===== src/rtl/spi_slave_tx.sv =====
// spi_slave_tx
// Slave-side SPI transmitter. Sends a WIDTH-bit response word on miso, LSB
// first, one bit per sclk period while cs is low. sclk and cs are
// oversampled in the clk domain. Response words arrive from local logic
// through a one-deep holding buffer.
//
// Handshake: a word transfers on a clk edge where tx_valid && tx_ready.
// tx_ready is high only while out of reset and the holding buffer is empty.
// tx_data must stay stable while tx_valid is high and tx_ready is low.
//
// Ports
//   clk       system clock
//   rst       synchronous active-low reset
//   sclk      SPI clock from master (asynchronous, synchronized here)
//   cs        chip select from master, active low (synchronized here)
//   tx_data   response word from local logic
//   tx_valid  tx_data is valid
//   tx_ready  holding buffer empty
//   miso      serial data to the master
//   busy      frame in progress (state SHIFT)
//   done      one-cycle pulse when all WIDTH bits have been sampled
//   underrun  one-cycle pulse when a frame starts with the buffer empty
//   abort     one-cycle pulse when cs rises before the frame completes
module spi_slave_tx #(
    parameter int WIDTH = 12
) (
    input  logic             clk,
    input  logic             rst,
    input  logic             sclk,
    input  logic             cs,
    input  logic [WIDTH-1:0] tx_data,
    input  logic             tx_valid,
    output logic             tx_ready,
    output logic             miso,
    output logic             busy,
    output logic             done,
    output logic             underrun,
    output logic             abort
);

    localparam int CW = $clog2(WIDTH + 1);
    localparam logic [CW-1:0] LAST_BIT = CW'(WIDTH - 1);
    localparam logic [CW-1:0] N_BITS   = CW'(WIDTH);

    typedef enum logic [1:0] {
        IDLE    = 2'd0,
        SHIFT   = 2'd1,
        WAIT_CS = 2'd2
    } state_t;

    state_t state, next_state;

    // Synchronizers: stages 1-2 resynchronize, stage 3 is the edge register.
    logic [2:0] sclk_sync;
    logic [2:0] cs_sync;
    // Tracks which cs stages hold real pin samples since reset. The cs chain
    // resets to 1, and that reset value must not be mistaken for cs high,
    // otherwise a cs held low through reset would arm the block.
    logic [1:0] cs_real;
    logic       armed;

    logic             hold_valid;
    logic [WIDTH-1:0] hold;
    logic [WIDTH-1:0] shreg;
    logic [CW-1:0]    bitcnt;

    logic sclk_rise, sclk_fall, cs_fall, cs_high, handshake;
    logic start_frame, do_rise, last_rise, do_shift, do_abort;

    always_ff @(posedge clk) begin
        if (!rst) begin
            sclk_sync <= 3'b000;
            cs_sync   <= 3'b111;
            cs_real   <= 2'b00;
            armed     <= 1'b0;
        end else begin
            sclk_sync <= {sclk_sync[1:0], sclk};
            cs_sync   <= {cs_sync[1:0], cs};
            cs_real   <= {cs_real[0], 1'b1};
            if (cs_real[1] && cs_sync[1])
                armed <= 1'b1;
        end
    end

    assign sclk_rise = sclk_sync[1] & ~sclk_sync[2];
    assign sclk_fall = ~sclk_sync[1] & sclk_sync[2];
    assign cs_fall   = ~cs_sync[1] & cs_sync[2];
    assign cs_high   = cs_sync[1];
    assign tx_ready  = rst & ~hold_valid;
    assign handshake = tx_valid & tx_ready;

    // State register
    always_ff @(posedge clk) begin
        if (!rst) state <= IDLE;
        else      state <= next_state;
    end

    // Next-state logic
    always_comb begin
        next_state = state;
        case (state)
            IDLE:    if (armed && cs_fall) next_state = SHIFT;
            SHIFT: begin
                if (cs_high)                               next_state = IDLE;
                else if (sclk_rise && bitcnt == LAST_BIT)  next_state = WAIT_CS;
            end
            WAIT_CS: if (cs_high) next_state = IDLE;
            default: next_state = IDLE;
        endcase
    end

    // Output / control decode. cs high wins over sclk edges in SHIFT.
    always_comb begin
        start_frame = (state == IDLE) && armed && cs_fall;
        do_abort    = (state == SHIFT) && cs_high;
        do_rise     = (state == SHIFT) && !cs_high && sclk_rise;
        last_rise   = do_rise && (bitcnt == LAST_BIT);
        // Shift only on falls after the first rise and before the last one.
        do_shift    = (state == SHIFT) && !cs_high && sclk_fall &&
                      (bitcnt != '0) && (bitcnt < N_BITS);
        busy        = (state == SHIFT);
    end

    // Datapath and registered pulses
    always_ff @(posedge clk) begin
        if (!rst) begin
            hold       <= '0;
            hold_valid <= 1'b0;
            shreg      <= '0;
            bitcnt     <= '0;
            miso       <= 1'b0;
            done       <= 1'b0;
            underrun   <= 1'b0;
            abort      <= 1'b0;
        end else begin
            done     <= last_rise;
            underrun <= start_frame && !hold_valid;
            abort    <= do_abort;

            // A handshake only happens with the buffer empty, so it can never
            // collide with the buffer being consumed below.
            if (handshake) begin
                hold       <= tx_data;
                hold_valid <= 1'b1;
            end

            if (start_frame) begin
                bitcnt <= '0;
                if (hold_valid) begin
                    shreg      <= hold;
                    miso       <= hold[0];
                    hold_valid <= 1'b0;
                end else begin
                    shreg <= '0;
                    miso  <= 1'b0;
                end
            end

            if (do_rise) begin
                bitcnt <= bitcnt + CW'(1);
                if (last_rise) miso <= 1'b0;
            end

            if (do_shift) begin
                shreg <= shreg >> 1;
                miso  <= shreg[1];
            end

            if (do_abort) miso <= 1'b0;
        end
    end

endmodule


===== config.mk =====
export PLATFORM = sky130hd
export DESIGN_NAME = spi_slave_tx
export DESIGN_NICKNAME = d
export VERILOG_FILES = /design/src/rtl/spi_slave_tx.sv
export SDC_FILE = /design/constraint.sdc
export NUM_CORES = 1
export LEC_CHECK = 0
export BUFFER_PORTS_ARGS = -buffer_cell sky130_fd_sc_hd__buf_4
export CAP_MARGIN = 20
export CORE_ASPECT_RATIO = 1.25
export CORE_UTILIZATION = 59
export CTS_CLUSTER_SIZE = 40
export DETAILED_ROUTE_END_ITERATION = 10
export MAX_ROUTING_LAYER = met4
export PLACE_DENSITY = 0.82
export SYNTH_ARGS = -nofsm -noshare
export SYNTH_HDL_FRONTEND = slang
export SYNTH_SLANG_ARGS = --single-unit

===== constraint.sdc =====
create_clock -name clk -period 4.27 [get_ports clk]
set_input_delay 0.2135 -clock clk [delete_from_list [all_inputs] [get_ports clk]]
set_output_delay 0.2135 -clock clk [all_outputs]
set_load 0.01 [all_outputs]

==> flow_summary.yaml <==
floorplan:
  core_area_um2: 2680
  die_w_um: 49.3
  boundaryPins: 23
  die_h_um: 61.1
  dieArea_um2: 3010
  num_rows: 21
  start_util_pct: 61.6
timing:
  fin_crit_ps: 2060
  rsz0062_at_grt: "false"
  maxSlewHeadroom_pct: 45.8
  finalSetupViolations: 0
  worst_pin_slew_ps: 801
  final-max-slew-violation-count: 0
  period_share_pct: 48.2
  clock_skew_ps: 7.78
  finalSetupTns_ps: 0
  whs_ps: 44.0
  final_hold_viol_count: 0
  clock.fmax_mhz: 485
worst_setup_path:
  crit_arrival_ps: 2350
  crit_family: "simple AND/OR/NAND/NOR gates"
  cpPeakStageDelay_ps: 730
  r2r_start: "state[0]"
  rr_endpoint: "miso"
  crit_fanout: 15
  worstPathRequired_ps: 4560
  crit_slowest_cell: "nor4b_1"
  critPathKind: "flop to flop"
  r2r_cells: 4
  startpoint: "state[0]"
  worstSetupStartpointType: "flop"
  crit_chain: "nor4b_1, nand2_1, nand3b_1, o2111a_1"
  worstSetupEndpoint: "miso"
  critPathBufInv: 0
  worstSetupPathDepth: 4
  r2r_slack_ps: 2210
  cp-end-kind: "flop"
routing:
  routed_via_density: 5.69
  vias: 1365
  drt_iter0_markers: 32
  routed_wl_um: 3150
  ant_nets: 0
  drc_errors: 0
  drt-wirelength-per-cell_um: 13.1
  drt_pass1_iterations: 4
power_and_ir_drop:
  pwr-share-seq_pct: 55.1
  p_sw_share_pct: 19.6
  clock_power_share_pct: 39.9
  vdd_ir_drop_max_uv: 333
  p_int_mw: 0.615
  p_leak_nw: 0.769
  pwr-share-comb_pct: 5.0
  switching_power_mw: 0.150
  power_density_nw_per_um2: 402
outcome:
  status: "finished, final reports clean"
logic_synthesis:
  syn_inst: 187
  ys_async_sr_fraction_pct: 0
  ys_seq_area_share_pct: 52.2
  yosysTopAreaCell: "dfxtp_1"
  synth_warnings: 0
  ys_top_cells_by_area: "dfxtp_1 (52%), nand3_1 (7.3%), nand2_1 (7.1%)"
  ys_top_cells_by_count: "dfxtp_1 (43), nand2_1 (31), nand3_1 (24), a21oi_1 (16), a32oi_1 (10)"
  yosys_register_bits: 43
  synth_ff_type: "dfxtp_1"
  avgSynthCellArea_um2: 8.83
  synth_most_common_cell: "dfxtp_1"
  netlist_area_um2: 1650
  synth_nets: 206
  synth-edff-count: 0
  synthDominantCellAreaShare_pct: 52.2
  ys_types: 33
clock_tree:
  clock_path_buffers: 2
  numCtsBuffers: 5
  ctsResizeCount: 0
  post_cts_buffers: 0
  clockRootBuffer: "clkbuf_4"
  clkTransAtPathRegs_ps: 120
  insertion_delay_ps: 340
  cts_tree: "done"
  cts_sinks: 43
  postCtsHoldBufs: 0
  htreeDepth: 2
hold_path:
  hold_depth: 3
  hold_path.class: "input pin to flop"
finish:
  final_area_um2: 1910
  fin_cells: 240
  final_nets: 224
  syn2layout_area_growth_pct: 15.5
  drive_above_1_share_pct: 14.6
  diodes: 0
placement:
  port-buffer-count: 22
  dpl_cell_area_um2: 1800
  hpwl_um: 2150
  globalplace.congestion: 0.808
  dp_cells: 232
job:
  cap_violations: 0
global_route:
  grt_pass1_vias: 1228
  grt_pass1_wl_um: 5290
  grt_max_degree: 28
  grt_overflow_total: 0
  grt_usage_pct: 24.1
  antenna_found_initial: 0
[cell usage in the layout (no fill, tap or decap), drive strengths merged, types with 3 or more instances in the layout]
cell and n:
clkbuf 6, nand2 31, nand2b 5, nor2b 4, buf 22, nand3 24, a32oi 10, nor2 9
nor3 3, and2 6, o21ai 3, a21oi 16, dfxtp 43, and3 3
[metrics by stage]
| step | setup WS, ps | power (mW) | util (%) |
|---|---|---|---|
| after global placement | 2460 | 0.467 | 67.3 |
| after CTS | 2210 | 0.770 | 71.1 |
| final | 2210 | 0.766 | 71.1 |
| after detailed placement | 2350 | 0.469 | 67.3 |
| after global routing | 2000 | 0.793 | 71.1 |
| after floorplan | 2650 | 0.450 | - |
[final cells by class]
type,instances,area [µm²]
Clock inverter,2,60.1
Inverter,3,11.3
Sequential cell,43,861
Timing Repair Buffer,22,165
Tap cell,34,42.5
Clock buffer,6,41.3
Multi-Input combinational cell,130,724
Fill cell,228,774
[flip-flops by register name, indices dropped and copies added, names as in the netlist]
| signal | flops |
|---|---|
| state | 2 |
| shreg | 11 |
| underrun | 1 |
| sclk_sync | 3 |
| armed | 1 |
| miso | 1 |
| done | 1 |
| abort | 1 |
| hold | 12 |
| cs_sync | 3 |
| hold_valid | 1 |
| cs_real | 2 |
| bitcnt | 4 |
[worst min path at each step]
| stage | slack [ps] | from | end |
|---|---|---|---|
| final | 40 | tx_data[1] | hold[1] |
| after global routing | 40 | tx_data[4] | hold[4] |
| after CTS | 30 | tx_data[9] | hold[9] |
| after detailed placement | 390 | cs_sync[0] | cs_sync[1] |
| after global placement | 390 | cs_sync[0] | cs_sync[1] |
| after floorplan | 240 | rst | cs_real[0] |
[power groups by stage]
| stage | logic [mW] | registers, mW | clock network [mW] |
|---|---|---|---|
| global placement | 0.0365 | 0.430 | 0 |
| global route | 0.0427 | 0.423 | 0.326 |
| detailed placement | 0.0378 | 0.431 | 0 |
| CTS | 0.0382 | 0.422 | 0.310 |
| floorplan | 0.0211 | 0.428 | 0 |
| finish | 0.0380 | 0.422 | 0.306 |
[routing by layer]
metal	up-vias	track usage (%)	wire length (µm)
met1	629	27.8	1440
met3	6	4.44	112
li1	695	-	-
met4	0	13.4	63
met2	35	39.9	1540
met5	-	-	0
[cells by family (layout without fill, tap and decap cells)]
logic type                 count (synthesis)  in the layout  share of synthesized area, %
buffers and inverters                     14             33                          3.94
and+or+nand+nor                           92             92                          27.7
AOI/OAI and AO/OA                         35             35                          14.2
adders and majority gates                  2              2                          1.52
DFF                                       43             43                          52.2
xor gates and xnor gates                   1              1                         0.531
[tightest hold or removal path, delay by kind of cell]
kind	cells	cell delay, ps
AND/OR/NAND/NOR	2	80
buffers and inverters	1	70
Power figures use the tool's default switching activity.
